<file path="config.mk">
export PLATFORM = sky130hd
export DESIGN_NAME = bus_pin_mux_flat
export DESIGN_NICKNAME = d
export VERILOG_FILES = /design/src/rtl/bus_pin_mux_pkg.sv /design/src/rtl/bus_pin_mux_if.sv /design/src/rtl/bus_wait_timer.sv /design/src/rtl/bus_pin_mux.sv /design/src/flat_wrapper.sv
export SDC_FILE = /design/constraint.sdc
export NUM_CORES = 1
export LEC_CHECK = 0
export CORE_ASPECT_RATIO = 0.7
export CORE_UTILIZATION = 49
export CTS_CLUSTER_DIAMETER = 200
export DETAILED_ROUTE_END_ITERATION = 16
export PLACE_DENSITY = 0.86
export SETUP_SLACK_MARGIN = 0.05
export SLEW_MARGIN = 40
export SYNTH_ARGS = -nofsm -noshare
export SYNTH_HDL_FRONTEND = slang
export SYNTH_SLANG_ARGS = --single-unit
</file>
<file path="constraint.sdc">
create_clock -name clk -period 4.6 [get_ports clk]
set_input_delay 0.92 -clock clk [delete_from_list [all_inputs] [get_ports clk]]
set_output_delay 0.92 -clock clk [all_outputs]
set_load 0.02 [all_outputs]
</file>
<file path="src/rtl/bus_pin_mux_pkg.sv">
// rtl/bus_pin_mux_pkg.sv - shared types, beat-count helpers and pin constants for bus_pin_mux
package bus_pin_mux_pkg;

    typedef enum logic [1:0] {
        ST_IDLE = 2'd0,
        ST_ADDR = 2'd1,
        ST_DATA = 2'd2,
        ST_RESP = 2'd3
    } state_t;

    localparam logic PIN_RW_READ  = 1'b1;
    localparam logic PIN_RW_WRITE = 1'b0;

    function automatic int abeats(input int addr_w, input int pin_w);
        return addr_w / pin_w;
    endfunction

    function automatic int dbeats(input int data_w, input int pin_w);
        return data_w / pin_w;
    endfunction

    // A single-beat bus still needs a one-bit phase port.
    function automatic int phase_w(input int n);
        return (n <= 1) ? 1 : $clog2(n);
    endfunction

endpackage

</file>
<file path="src/rtl/bus_pin_mux_if.sv">
// rtl/bus_pin_mux_if.sv - core handshake, response channel and pin group of bus_pin_mux
interface bus_pin_mux_if
    import bus_pin_mux_pkg::*;
#(
    parameter int ADDR_W = 16,
    parameter int DATA_W = 8,
    parameter int PIN_W  = 8
);
    localparam int PH_W = phase_w(abeats(ADDR_W, PIN_W) + dbeats(DATA_W, PIN_W));

    logic              req_valid;
    logic              req_ready;
    logic              req_we;
    logic [ADDR_W-1:0] req_addr;
    logic [DATA_W-1:0] req_wdata;
    logic              rsp_valid;
    logic [DATA_W-1:0] rsp_rdata;
    logic              rsp_err;
    logic [PIN_W-1:0]  pin_out;
    logic              pin_ale;
    logic [PH_W-1:0]   pin_phase;
    logic              pin_rw;
    logic [PIN_W-1:0]  pin_io_in;
    logic [PIN_W-1:0]  pin_io_out;
    logic [PIN_W-1:0]  pin_io_oe;
    logic              ext_rdy;
    logic              busy;

    modport master (
        output req_valid, req_we, req_addr, req_wdata, pin_io_in, ext_rdy,
        input  req_ready, rsp_valid, rsp_rdata, rsp_err, pin_out, pin_ale,
               pin_phase, pin_rw, pin_io_out, pin_io_oe, busy
    );

    modport slave (
        input  req_valid, req_we, req_addr, req_wdata, pin_io_in, ext_rdy,
        output req_ready, rsp_valid, rsp_rdata, rsp_err, pin_out, pin_ale,
               pin_phase, pin_rw, pin_io_out, pin_io_oe, busy
    );

endinterface

</file>
<file path="src/rtl/bus_wait_timer.sv">
// rtl/bus_wait_timer.sv - consecutive wait-state counter with terminal-count expiry
module bus_wait_timer #(
    parameter int WAIT_MAX = 15
) (
    input  logic clk,
    input  logic rst_n,
    input  logic i_clr,
    input  logic i_inc,
    output logic o_expire
);
    localparam int CW = (WAIT_MAX <= 1) ? 1 : $clog2(WAIT_MAX);
    localparam logic [CW-1:0] TC = CW'(WAIT_MAX - 1);

    logic [CW-1:0] r_cnt;

    // Expiry fires on the wait cycle that would make the count reach WAIT_MAX.
    assign o_expire = (WAIT_MAX != 0) && i_inc && (r_cnt == TC);

    always_ff @(posedge clk or negedge rst_n) begin
        if (!rst_n) begin
            r_cnt <= '0;
        end else if (i_clr) begin
            r_cnt <= '0;
        end else if (i_inc) begin
            r_cnt <= r_cnt + CW'(1);
        end
    end

endmodule

</file>
<file path="src/rtl/bus_pin_mux.sv">
// rtl/bus_pin_mux.sv - multiplexes wide address/data over a narrow pin group
// optional macro BUS_HIADDR_CACHE_EN: skip repeated upper address chunks
module bus_pin_mux
    import bus_pin_mux_pkg::*;
#(
    parameter int ADDR_W   = 16,
    parameter int DATA_W   = 8,
    parameter int PIN_W    = 8,
    parameter int WAIT_MAX = 15
) (
    input  logic          clk,
    input  logic          rst_n,
    bus_pin_mux_if.slave  bus
);
    localparam int ABEATS = abeats(ADDR_W, PIN_W);
    localparam int DBEATS = dbeats(DATA_W, PIN_W);
    localparam int PH_W   = phase_w(ABEATS + DBEATS);
    localparam int HI_W   = (ABEATS > 1) ? ADDR_W - PIN_W : 1;
    localparam logic [PH_W-1:0] LAST_ABEAT = PH_W'(ABEATS - 1);
    localparam logic [PH_W-1:0] LAST_BEAT  = PH_W'(ABEATS + DBEATS - 1);

    state_t            r_state;
    logic [ADDR_W-1:0] r_addr;
    logic [DATA_W-1:0] r_wdata;
    logic [DATA_W-1:0] r_rdata;
    logic              r_we;
    logic              r_err;
    logic [PH_W-1:0]   r_beat;

    logic w_accept;
    logic w_hit;
    logic w_in_data;
    logic w_expire;
    logic w_timeout;
    logic w_on_bus;

    assign w_accept  = (r_state == ST_IDLE) && bus.req_valid;
    assign w_in_data = (r_state == ST_DATA);
    assign w_timeout = w_in_data && !bus.ext_rdy && w_expire;
    assign w_on_bus  = (r_state == ST_ADDR) || w_in_data;

    bus_wait_timer #(
        .WAIT_MAX (WAIT_MAX)
    ) u_wait_timer (
        .clk      (clk),
        .rst_n    (rst_n),
        .i_clr    (!w_in_data || bus.ext_rdy),
        .i_inc    (w_in_data && !bus.ext_rdy),
        .o_expire (w_expire)
    );

`ifdef BUS_HIADDR_CACHE_EN
    logic [HI_W-1:0] r_hi;
    logic            r_hi_vld;

    always_ff @(posedge clk or negedge rst_n) begin
        if (!rst_n) begin
            r_hi     <= '0;
            r_hi_vld <= 1'b0;
        end else if (w_timeout) begin
            r_hi_vld <= 1'b0;
        end else if (w_accept) begin
            r_hi     <= bus.req_addr[ADDR_W-1 -: HI_W];
            r_hi_vld <= 1'b1;
        end
    end

    assign w_hit = (ABEATS > 1) && r_hi_vld && (bus.req_addr[ADDR_W-1 -: HI_W] == r_hi);
`else
    assign w_hit = 1'b0;
`endif

    // Address and write data shift left each beat so the outgoing chunk is always the top slice.
    always_ff @(posedge clk or negedge rst_n) begin
        if (!rst_n) begin
            r_state <= ST_IDLE;
            r_addr  <= '0;
            r_wdata <= '0;
            r_rdata <= '0;
            r_we    <= 1'b0;
            r_err   <= 1'b0;
            r_beat  <= '0;
        end else begin
            case (r_state)
                ST_IDLE: begin
                    if (bus.req_valid) begin
                        r_addr  <= w_hit ? (bus.req_addr << ((ABEATS - 1) * PIN_W)) : bus.req_addr;
                        r_beat  <= w_hit ? LAST_ABEAT : '0;
                        r_wdata <= bus.req_wdata;
                        r_we    <= bus.req_we;
                        r_rdata <= '0;
                        r_err   <= 1'b0;
                        r_state <= ST_ADDR;
                    end
                end
                ST_ADDR: begin
                    r_addr <= r_addr << PIN_W;
                    r_beat <= r_beat + PH_W'(1);
                    if (r_beat == LAST_ABEAT) begin
                        r_state <= ST_DATA;
                    end
                end
                ST_DATA: begin
                    if (bus.ext_rdy) begin
                        if (r_we) begin
                            r_wdata <= r_wdata << PIN_W;
                        end else begin
                            r_rdata <= (r_rdata << PIN_W) | DATA_W'(bus.pin_io_in);
                        end
                        r_beat <= r_beat + PH_W'(1);
                        if (r_beat == LAST_BEAT) begin
                            r_state <= ST_RESP;
                        end
                    end else if (w_expire) begin
                        r_err   <= 1'b1;
                        r_state <= ST_RESP;
                    end
                end
                ST_RESP: begin
                    r_beat  <= '0;
                    r_state <= ST_IDLE;
                end
                default: r_state <= ST_IDLE;
            endcase
        end
    end

    assign bus.req_ready  = (r_state == ST_IDLE);
    assign bus.busy       = (r_state != ST_IDLE);
    assign bus.rsp_valid  = (r_state == ST_RESP);
    assign bus.rsp_err    = (r_state == ST_RESP) && r_err;
    assign bus.rsp_rdata  = ((r_state == ST_RESP) && !r_err) ? r_rdata : '0;

    assign bus.pin_out    = (r_state == ST_ADDR) ? r_addr[ADDR_W-1 -: PIN_W] : '0;
    assign bus.pin_ale    = (r_state == ST_ADDR);
    assign bus.pin_phase  = w_on_bus ? r_beat : '0;
    assign bus.pin_rw     = (w_on_bus && r_we) ? PIN_RW_WRITE : PIN_RW_READ;
    assign bus.pin_io_oe  = (w_in_data && r_we) ? '1 : '0;
    assign bus.pin_io_out = (w_in_data && r_we) ? r_wdata[DATA_W-1 -: PIN_W] : '0;

endmodule

</file>
<file path="src/flat_wrapper.sv">
// flat-port wrapper written by rule: the top's interface ports become plain ports
module bus_pin_mux_flat import bus_pin_mux_pkg::*;
#(
    parameter int ADDR_W   = 16,
    parameter int DATA_W   = 8,
    parameter int PIN_W    = 8,
    parameter int WAIT_MAX = 15
)
  (clk, rst_n, bus_req_valid, bus_req_we, bus_req_addr, bus_req_wdata, bus_pin_io_in, bus_ext_rdy, bus_req_ready, bus_rsp_valid, bus_rsp_rdata, bus_rsp_err, bus_pin_out, bus_pin_ale, bus_pin_phase, bus_pin_rw, bus_pin_io_out, bus_pin_io_oe, bus_busy);
  bus_pin_mux_if #(.ADDR_W(ADDR_W), .DATA_W(DATA_W), .PIN_W(PIN_W)) bus_i ();
  input  logic clk;
  input  logic rst_n;
  input wire logic [$bits(bus_i.req_valid)-1:0] bus_req_valid;
  input wire logic [$bits(bus_i.req_we)-1:0] bus_req_we;
  input wire logic [$bits(bus_i.req_addr)-1:0] bus_req_addr;
  input wire logic [$bits(bus_i.req_wdata)-1:0] bus_req_wdata;
  input wire logic [$bits(bus_i.pin_io_in)-1:0] bus_pin_io_in;
  input wire logic [$bits(bus_i.ext_rdy)-1:0] bus_ext_rdy;
  output wire logic [$bits(bus_i.req_ready)-1:0] bus_req_ready;
  output wire logic [$bits(bus_i.rsp_valid)-1:0] bus_rsp_valid;
  output wire logic [$bits(bus_i.rsp_rdata)-1:0] bus_rsp_rdata;
  output wire logic [$bits(bus_i.rsp_err)-1:0] bus_rsp_err;
  output wire logic [$bits(bus_i.pin_out)-1:0] bus_pin_out;
  output wire logic [$bits(bus_i.pin_ale)-1:0] bus_pin_ale;
  output wire logic [$bits(bus_i.pin_phase)-1:0] bus_pin_phase;
  output wire logic [$bits(bus_i.pin_rw)-1:0] bus_pin_rw;
  output wire logic [$bits(bus_i.pin_io_out)-1:0] bus_pin_io_out;
  output wire logic [$bits(bus_i.pin_io_oe)-1:0] bus_pin_io_oe;
  output wire logic [$bits(bus_i.busy)-1:0] bus_busy;
  assign bus_i.req_valid = bus_req_valid;
  assign bus_i.req_we = bus_req_we;
  assign bus_i.req_addr = bus_req_addr;
  assign bus_i.req_wdata = bus_req_wdata;
  assign bus_i.pin_io_in = bus_pin_io_in;
  assign bus_i.ext_rdy = bus_ext_rdy;
  assign bus_req_ready = bus_i.req_ready;
  assign bus_rsp_valid = bus_i.rsp_valid;
  assign bus_rsp_rdata = bus_i.rsp_rdata;
  assign bus_rsp_err = bus_i.rsp_err;
  assign bus_pin_out = bus_i.pin_out;
  assign bus_pin_ale = bus_i.pin_ale;
  assign bus_pin_phase = bus_i.pin_phase;
  assign bus_pin_rw = bus_i.pin_rw;
  assign bus_pin_io_out = bus_i.pin_io_out;
  assign bus_pin_io_oe = bus_i.pin_io_oe;
  assign bus_busy = bus_i.busy;
  bus_pin_mux #(.ADDR_W(ADDR_W), .DATA_W(DATA_W), .PIN_W(PIN_W), .WAIT_MAX(WAIT_MAX)) u_core (.clk(clk), .rst_n(rst_n), .bus(bus_i));
endmodule
</file>
; ---- Yosys cells after proc, flatten, opt, wreduce, memory -nomap -nowiden
; Index checks and enable logic that the tools add are counted.
[totals]
reg_bits = 42
input_bits = 37
out_inout_bits = 40
wordCells = 79
[op_classes]
add_sub_neg = 2
n_eq_ne = 15
muxes = 31
reduce_logical = 23
[op_table]
columns = operator, n
row1 = 8-bit 2-to-1 mux, 10
row2 = 16-bit case mux with 2 select lines, 1
row3 = 8-bit case mux with 2 select lines, 2
row4 = 16-bit 2-to-1 mux, 1
row5 = 2-bit 2-to-1 mux, 8
row6 = 2-bit case mux with 4 select lines, 2
row7 = 4-bit AND reduction, 4
row8 = "2-bit inequality test, second input constant", 5
row9 = 4-bit 2-to-1 mux, 2
row10 = 2-bit nonzero test, 4
row11 = "2-bit == test, second input constant", 3
row12 = 1-bit logical AND, 6
row13 = "3-bit inequality test, second input constant", 2
row14 = 2-bit AND reduction, 3
row15 = "4-bit by 1-bit adder with 4-bit output, second input constant", 1
row16 = "2-bit by 1-bit == test with 1-bit output, second input constant", 2
row17 = "4-bit == test, second input constant", 1
row18 = 1-bit 2-to-1 mux, 4
row19 = "2-bit by 1-bit inequality test with 1-bit output, second input constant", 2
row20 = 1-bit zero test, 3
row21 = "2-bit by 1-bit adder with 2-bit output, second input constant", 1
row22 = 2-bit zero test, 1
row23 = 1-bit logical OR, 2
row24 = 1-bit case mux with 2 select lines, 1

; ---- Longest topological paths before layout
; Gate-level depths: netlist of the first run.
[logic_depth]
ltp_word = 6
depth_mapped = 8
ltp_nobuf = 5

; ---- Modules after synthesis
; From an unflattened synthesis of the first run, not the netlist that was laid out.
[hier_totals]
hier_cells = 251
hier_area_um2 = 2394.8
[modules_own_cells]
columns = mod, instances, cells_each, area_each_um2, seq_area_each_um2
row1 = bus_pin_mux, 1, 231, 2172.1, 950.9
row2 = bus_wait_timer, 1, 20, 222.7, 100.1

; ---- Worst setup path after synthesis of the first run
; Ideal clock, no wire load.
[synth_timing]
kind = flip-flop to output port
from = register u_core.r_state[0]
to = output port bus_pin_io_oe[1]
arrival_time_ps = 1563
setup_slack_ps = 2117
stages_incl_launch_ff = 6
path_cell_list = dfrtp_1 inv_1 ha_1 clkbuf_2 and2_1 buf_4
[synth_between]
elab_chain_cells = 3
[synth_lines]
columns = element, line_no
row1 = start: declaration, bus_pin_mux.sv:22  ; state_t r_state;
row2 = start signal: assignment, bus_pin_mux.sv:76  ; r_state <= ST_IDLE;
row3 = start signal: assignment, bus_pin_mux.sv:93  ; r_state <= ST_ADDR;
row4 = start signal: assignment, bus_pin_mux.sv:100  ; r_state <= ST_DATA;
row5 = 2-bit == test, bus_pin_mux.sv:38  ; assign w_in_data = (r_state == ST_DATA);
row6 = net u_core.w_in_data, bus_pin_mux.sv:32  ; logic w_in_data;
row7 = 1-bit logical AND, bus_pin_mux.sv:138  ; assign bus.pin_io_oe = (w_in_data && r_we) ? '1 : '0;
row8 = 8-bit 2-to-1 mux, bus_pin_mux.sv:138
row9 = end: declaration, flat_wrapper.sv:28  ; output wire logic [$bits(bus_i.pin_io_oe)-1:0] bus_pin_io_oe;
; The timed path passes the listed nets, and every way through them passes these cells.

; ---- Final worst setup path of the first run
[layout_timing]
from = register u_core.r_state[0]
to = output port bus_pin_io_oe[5]
; The elaborated chain is that of the path after synthesis.

==> impl_metrics.tcl, run 1 <==
set metrics [dict create \
    status "finished clean" \
    cts_tree "yes" \
    path_max_fanout 17 \
    yosysUniqueCellTypes 36 \
    synth.area.top_cells "dfrtp_1, and2_1, ha_1, a221o_1, buf_4" \
    synthFlopType "dfrtp_1" \
    crit_path_end_kind "primary output" \
    antenna_found_initial 0 \
    fp.dieH_um 59.0 \
    post_cts_resized 0 \
    yosysTopAreaCell "dfrtp_1" \
    post-cts-setup-buffers 0 \
    holdWs_ns 0.498 \
    r2r_cells 6 \
    netlist_top_cells_count "dfrtp_1, and2_1, o21ai_0, inv_1, nand2_1" \
    path_class "reg2out" \
    drc 0 \
    pin_count 77 \
    grt_pass1_wl_um 8790 \
    num_rows 20 \
    syn_area_mm2 0.00227 \
    avgRoutedWirePerCell_um 15.3 \
    place.gp.congestion 0.799 \
    grt_use_total 0.230 \
    setup_tns_ns 0 \
    start_util 0.516 \
    rsz0062_at_grt "false" \
    critPathRequiredTime_ns 3.68 \
    dp_hpwl_um 3700 \
    hold_class "reg2reg" \
    place_worst_setup_slack_ns 1.59 \
    synth.most_common_cell "dfrtp_1" \
    finClkSkew_ns 0.0121 \
    postPlaceCellArea_mm2 0.00299 \
    via_per_inst 5.42 \
    crit_family "buffers and inverters" \
    clkSinkCount 42 \
    timing.final.ws_setup_ns 1.32 \
    synthesis.nets 275 \
    p_leak_nw 1.33 \
    finalSetupViolations 0 \
    relSlewSlack 0.475 \
    final_area_mm2 0.00308 \
    die_w_um 83.4 \
    fin_crit_sh 0.712 \
    postSynthAreaPerCell_um2 9.88 \
    cp.arrival_ns 2.36 \
    crit_chain "inv_1 -> ha_1 -> and2_1 -> clkdlybuf4s50_1" \
    utilization 0.699 \
    ant_nets 0 \
    clk_latency_ns 0.30 \
    clockBufferDepth 2 \
    synth_top_area_share 0.462 \
    dieArea_mm2 0.00492 \
    cpMaxStageDelayCell "clkdlybuf4s50_1" \
    dr_total_vias 1897 \
    timing.final.hold_violations 0 \
    worst_pin_slew_ns 0.785 \
    cap_violations 0 \
    yosysSeqAreaShare 0.462 \
    fill_cells 323 \
    max_clock_freq_ghz 0.305 \
    slowest_delay_ns 0.65 \
    hold_depth 1 \
    slew_viol_final 0 \
    peakVddDrop_uv 413 \
    synth_edf_count 0 \
    cts_max_level 2 \
    first_global_vias 1789 \
    powerDensity_mw_per_mm2 601 \
    syn2layout_area_growth_pct 35.4 \
    drive_above_1_share 0.0576 \
    drt_first_iter_violations 169 \
    core_area_mm2 0.00440 \
    grt_max_degree 43 \
    grt-ovfl-total 0 \
    cp_num_cells 4 \
    power_mw 1.85 \
    syn_inst 230 \
    clk_pin_slew_worst_paths_ns 0.07 \
    drt_wl_total_um 5350 \
    stdcell_count 350 \
    drt-pass1-iter-count 4 \
    layout.nets 339 \
    dp.cells 342 \
    holdBufCountCts 0 \
    layout_min_cycle_time_ns 3.28 \
    startpoint_type "register" \
    root_buffer "clkbuf_8" \
    diodes 0 \
    cts_buffers 5 \
    yosys_warnings 0 \
    synthArstFlopShare 1.00 \
    path_buf_inv 2 \
    portBuffers 76 \
    ys_seq_elements 42 \
]
## worst paths after layout
path	from	to	slack (ns)
hold reg to reg	u_core.u_wait_timer.r_cnt[0]	u_core.u_wait_timer.r_cnt[0]	0.50
min in group asynchronous	rst_n	u_core.r_addr[12]	0.59
setup / recovery	u_core.r_state[0]	bus_pin_io_oe[5]	1.32
hold / removal	u_core.u_wait_timer.r_cnt[0]	u_core.u_wait_timer.r_cnt[0]	0.50
max in group asynchronous	rst_n	u_core.r_rdata[1]	3.63
setup reg to reg	u_core.r_state[0]	u_core.r_rdata[1]	2.48
## logic make-up after synthesis
logic type	Yosys count	synth area share
adders and majority gates	8	0.0440
xor gates and xnor gates	2	0.00771
and+or+nand+nor	85	0.220
muxes	3	0.0143
buffers and inverters	35	0.0776
DFF	42	0.462
AOI/OAI and AO/OA	55	0.174
## worst reg2reg max path, cell delays in order, from the launching register on
cell     delay, ns
dfrtp_1       0.41
inv_1         0.11
ha_1          0.16
buf_4         0.30
nor2b_4       0.54
a211o_1       0.36
a22o_1        0.19
## flip-flops by register name (all words and copies together) (netlist names)
| name | cells |
|---|---|
| u_core.r_addr | 16 |
| u_core.r_beat | 2 |
| u_core.r_err | 1 |
| u_core.r_rdata | 8 |
| u_core.r_state | 2 |
| u_core.r_wdata | 8 |
| u_core.r_we | 1 |
| u_core.u_wait_timer.r_cnt | 4 |
## area by class of cell
cell class                 instances  area (um^2)  share of cell area
clock buffer                       7         86.3              0.0280
clock inverter                     1         5.00             0.00163
inverter                          15         56.3              0.0183
multi-input combinational        153         1050               0.340
sequential                        42         1050               0.341
tap                               55         68.8              0.0223
timing repair buffer              77          766               0.249
## placed cells by master (no fill, tap or decap), drive strengths merged, types with 5 or more instances in the layout
master,Yosys,routed
clkdlybuf4s50,0,75
dfrtp,42,42
and2,22,22
o21ai,18,18
inv,13,13
nand2,13,13
nand2b,12,12
and3,9,9
nand3,9,9
nand4,9,9
a21oi,9,9
a22o,8,8
a221o,8,8
a22oi,8,8
ha,8,8
clkbuf,5,7
nor2,5,5
## routing by layer
metal / wire length (um) / part of all wire / up-vias / GRT usage
met5: 0 / 0 / - / 0
met4: 14 / 0.0026 / 0 / 0.0557
met3: 465 / 0.087 / 2 / 0.0724
met2: 2230 / 0.42 / 80 / 0.343
met1: 2640 / 0.49 / 887 / 0.331
li1: - / - / 928 / -
## power breakdown
group	leakage [nW]	switching (mW)	internal (mW)	total (mW)
sequential	0.558	0.113	0.521	0.634
clock	0.0482	0.126	0.121	0.247
combinational	0.727	0.535	0.435	0.970
total	1.33	0.773	1.08	1.85
No activity file was read; power rests on OpenSTA's default activity.
==> run 2: changes to the inputs <==
CORE_UTILIZATION = 41   (was 49)
PLACE_DENSITY = 0.77   (was 0.86)
clock period = 2.87 ns   (was 4.6 ns; I/O delays follow)
==> impl_metrics.tcl, run 2 (same netlist as run 1, synthesis figures left out) <==
set metrics [dict create \
    timing.final.hold_violations 0 \
    dieArea_mm2 0.00585 \
    fin_crit_sh 0.911 \
    ant_nets 0 \
    pin_count 77 \
    crit_chain "ha_1 -> nor2b_1 -> and2_1 -> clkdlybuf4s50_1" \
    hold_class "in2async" \
    drc 0 \
    portBuffers 76 \
    start_util 0.430 \
    cap_violations 0 \
    cpMaxStageDelayCell "clkdlybuf4s50_1" \
    relSlewSlack 0.635 \
    clk_latency_ns 0.29 \
    post-cts-setup-buffers 0 \
    dr_total_vias 1897 \
    grt-ovfl-total 0 \
    cp_num_cells 4 \
    busiest_layer "met2" \
    finalSetupViolations 0 \
    reg_top3 "u_core.r_addr x16, u_core.r_rdata x8, u_core.r_wdata x8" \
    largest_reg_flops 16 \
    slew_viol_final 0 \
    p_leak_nw 1.35 \
    place_worst_setup_slack_ns 0.491 \
    place.gp.congestion 0.840 \
    grt_use_total 0.190 \
    fill_cells 463 \
    clockBufferDepth 2 \
    use_met2 0.300 \
    rrSetupSlack_ns 0.87 \
    die_w_um 91 \
    crit_path_end_kind "primary output" \
    root_buffer "clkbuf_8" \
    startpoint "u_core.r_state[1]" \
    max_clock_freq_ghz 0.383 \
    via_per_inst 5.11 \
    startpoint_type "register" \
    drt-pass1-iter-count 4 \
    peakVddDrop_uv 421 \
    dp_hpwl_um 3690 \
    core_area_mm2 0.00529 \
    path_class "reg2out" \
    path_max_fanout 8 \
    gr-usage-met1 0.266 \
    first_global_vias 1762 \
    diodes 0 \
    status "finished clean" \
    rsz0062_at_grt "false" \
    holdBufCountCts 0 \
    slowest_delay_ns 0.60 \
    clkSinkCount 42 \
    regMostFlops "u_core.r_addr" \
    finClkSkew_ns 0.00583 \
    r2r_cells 5 \
    layout.nets 343 \
    drt_first_iter_violations 109 \
    clk_pin_slew_worst_paths_ns 0.08 \
    critPathRequiredTime_ns 2.30 \
    avgRoutedWirePerCell_um 14.3 \
    fp.dieH_um 64.3 \
    layout_min_cycle_time_ns 2.61 \
    gr-usage-met3 0.0464 \
    cts_max_level 2 \
    cp.arrival_ns 2.04 \
    worst_pin_slew_ns 0.545 \
    setup_tns_ns 0 \
    drt_wl_total_um 5310 \
    timing.final.ws_setup_ns 0.257 \
    grt_pass1_wl_um 8700 \
    r2r_end "u_core.r_we" \
    endpoint "bus_rsp_rdata[7]" \
    drive_above_1_share 0.0769 \
    cts_tree "yes" \
    powerDensity_mw_per_mm2 954 \
    grt_max_degree 43 \
    num_rows 22 \
    antenna_found_initial 0 \
    syn2layout_area_growth_pct 38.0 \
    final_cell_mix "clkdlybuf4s50_1, dfrtp_1, and2_1, o21ai_0" \
    path_buf_inv 1 \
    final_common_cell "clkdlybuf4s50_1" \
    crit_family "buffers and inverters" \
    cts_buffers 5 \
    r2r-start "u_core.r_state[0]" \
]
-- run 2: cell count changes in the layout (fill, tap and decap cells not counted) --
cell,before,now
buf_4,2,6
clkbuf_1,1,0
clkinvlp_4,0,1
ha_1,8,7
ha_2,0,1
-- run 2: final cells by class --
type / count / area (um^2) / share of cell area
clock buffer: 6 / 82.6 / 0.0263
clock inverter: 2 / 12.5 / 0.00399
timing repair buffer: 81 / 796 / 0.254
sequential: 42 / 1050 / 0.335
tap: 72 / 90.1 / 0.0287
inverter: 15 / 56.3 / 0.0179
multi-input combinational: 153 / 1050 / 0.334
-- run 2: worst min path at each step --
| stage | from | end | slack, ns | depth (start not counted) |
|---|---|---|---|---|
| floorplan | rst_n | u_core.r_addr[0] | 0.28 | 0 |
| global placement | u_core.u_wait_timer.r_cnt[0] | u_core.u_wait_timer.r_cnt[0] | 0.48 | 1 |
| detailed placement | u_core.r_rdata[2] | u_core.r_rdata[2] | 0.49 | 1 |
| CTS | rst_n | u_core.r_rdata[2] | 0.28 | 1 |
| global route | rst_n | u_core.r_rdata[2] | 0.31 | 1 |
| finish | rst_n | u_core.r_rdata[2] | 0.25 | 1 |
-- run 2: per-layer routing --
metal  routed length (um)  vias up  part of all wire
met4                   21        0            0.0040
met5                    0        -                 0
met1                 2550      878              0.48
li1                     -      940                 -
met2                 2300       77              0.43
met3                  434        2             0.082
-- run 2: what timing repair did --
item,4_1_cts,5_1_grt
setup endpoints to repair,0,2
gates resized for setup,0,1
hold endpoints to repair,0,0
-- run 2: power by group --
| part | internal [mW] | switching, mW | total [mW] |
|---|---|---|---|
| combinational | 0.723 | 0.868 | 1.59 |
| sequential | 0.835 | 0.178 | 1.01 |
| clock | 0.193 | 0.194 | 0.387 |
-- run 2: per-stage QoR --
| stage | util | power [mW] | std cells | hold slack (ns) | cell area, um^2 |
|---|---|---|---|---|---|
| floorplan | - | 2.09 | 230 | 0.278 | 2270 |
| global placement | 0.575 | 2.57 | 363 | 0.478 | 3040 |
| detailed placement | 0.575 | 2.61 | 363 | 0.488 | 3040 |
| CTS | 0.593 | 3.01 | 371 | 0.281 | 3130 |
| global route | 0.594 | 3.22 | 371 | 0.305 | 3140 |
| finish | 0.594 | 2.99 | 371 | 0.254 | 3140 |
==> run 3: changes to the inputs <==
HOLD_SLACK_MARGIN = 0.03   (was unset)
SLEW_MARGIN = 5   (was 40)
==> impl_metrics.tcl, run 3 (same netlist as run 1, synthesis figures left out) <==
set metrics [dict create \
    drc 0 \
    peakVddDrop_uv 410 \
    finalSetupViolations 0 \
    cp.arrival_ns 2.04 \
    timing.final.hold_violations 0 \
    cts_tree "yes" \
    start_util 0.430 \
    fp.dieH_um 64.3 \
    worst_pin_slew_ns 0.927 \
    first_global_vias 1789 \
    cts_max_level 2 \
    fin_crit_sh 0.912 \
    num_rows 22 \
    relSlewSlack 0.382 \
    cap_violations 0 \
    core_area_mm2 0.00529 \
    post_cts_resized 0 \
    p_leak_nw 1.35 \
    crit_path_end_kind "primary output" \
    power_mw 3.00 \
    powerDensity_mw_per_mm2 957 \
    finClkSkew_ns 0.00185 \
    post-cts-setup-buffers 0 \
    reg_top3 "u_core.r_addr x16, u_core.r_rdata x8, u_core.r_wdata x8" \
    grt_max_degree 43 \
    regMostFlops "u_core.r_addr" \
    clkSinkCount 42 \
    drt_wl_total_um 5370 \
    layout_min_cycle_time_ns 2.62 \
    max_clock_freq_ghz 0.382 \
    die_w_um 91 \
    rsz0062_at_grt "true" \
    grt_pass1_wl_um 8760 \
    status "finished clean" \
    portBuffers 76 \
    clk_pin_slew_worst_paths_ns 0.08 \
    startpoint_type "register" \
    syn2layout_area_growth_pct 37.9 \
    layout.nets 343 \
    hold_class "in2async" \
    drive_above_1_share 0.0769 \
    critPathRequiredTime_ns 2.30 \
    place.gp.congestion 0.840 \
    drt-pass1-iter-count 4 \
    diodes 0 \
    path_max_fanout 8 \
    grt_use_total 0.192 \
    holdBufCountCts 0 \
    root_buffer "clkbuf_8" \
    crit_chain "ha_1 -> nor2b_1 -> and2_1 -> clkdlybuf4s50_1" \
    path_class "reg2out" \
    grt-ovfl-total 0 \
    final_common_cell "clkdlybuf4s50_1" \
    setup_tns_ns 0 \
    clk_latency_ns 0.29 \
    cts_buffers 5 \
    avgRoutedWirePerCell_um 14.5 \
    pin_count 77 \
    clockBufferDepth 2 \
    via_per_inst 5.20 \
    cpMaxStageDelayCell "clkdlybuf4s50_1" \
    slew_viol_final 0 \
    drt_first_iter_violations 76 \
    slowest_delay_ns 0.60 \
    antenna_found_initial 0 \
    largest_reg_flops 16 \
    dieArea_mm2 0.00585 \
    ant_nets 0 \
    dp_hpwl_um 3680 \
    dr_total_vias 1928 \
    final_cell_mix "clkdlybuf4s50_1, dfrtp_1, and2_1, o21ai_0" \
]
[run 3: cell counts in the layout (fill, tap and decap cells not counted)]
No cell type changed its count.
[run 3: path summary, 6_finish.rpt]
check	slack, ns	to	depth (start not counted)	from
worst max-delay path	0.25	bus_rsp_rdata[7]	4	u_core.r_state[1]
min in group clk	0.50	u_core.u_wait_timer.r_cnt[0]	1	u_core.u_wait_timer.r_cnt[0]
max in group asynchronous	1.88	u_core.r_wdata[5]	1	rst_n
worst min-delay path	0.42	u_core.r_rdata[2]	1	rst_n
worst max register to register	0.85	u_core.r_we	5	u_core.r_state[0]
worst min register to register	0.50	u_core.u_wait_timer.r_cnt[0]	1	u_core.u_wait_timer.r_cnt[0]
[run 3: worst max-delay path: cells and delay by family (launching register included)]
kind | cells | cell delay [ns]
flops | 1 | 0.40
simple gates | 2 | 0.55
buf+inv | 1 | 0.60
fa+ha+maj | 1 | 0.21
[run 3: per-stage QoR]
| stage | cell area [um^2] | std cells | setup WS (ns) | hold WS, ns | util |
|---|---|---|---|---|---|
| after floorplan | 2270 | 230 | 0.733 | 0.278 | - |
| after global placement | 3040 | 363 | 0.563 | 0.478 | 0.575 |
| after detailed placement | 3040 | 363 | 0.496 | 0.487 | 0.575 |
| after CTS | 3130 | 371 | 0.172 | 0.448 | 0.593 |
| after global routing | 3130 | 371 | 0.0480 | 0.494 | 0.593 |
| final | 3130 | 371 | 0.252 | 0.417 | 0.593 |
[run 3: layout make-up]
type,instances,area (um^2)
multi-input cells,153,1050
repair buffers,81,793
inverters,15,56.3
clock inverters,2,12.5
flip-flops and latches,42,1050
fillers,452,2150
well taps,72,90.1
clock buffers,6,82.6
[run 3: report_power, final]
part	internal (mW)	switching, mW
Sequential	0.835	0.176
Combinational	0.722	0.870
Clock	0.193	0.201
[run 3: metal layers]
metal | GRT usage | vias up | part of all wire
met5 | 0 | - | 0
met4 | 0.0298 | 0 | 0.0039
met3 | 0.0619 | 2 | 0.088
met2 | 0.295 | 86 | 0.43
met1 | 0.268 | 903 | 0.48
li1 | - | 937 | -
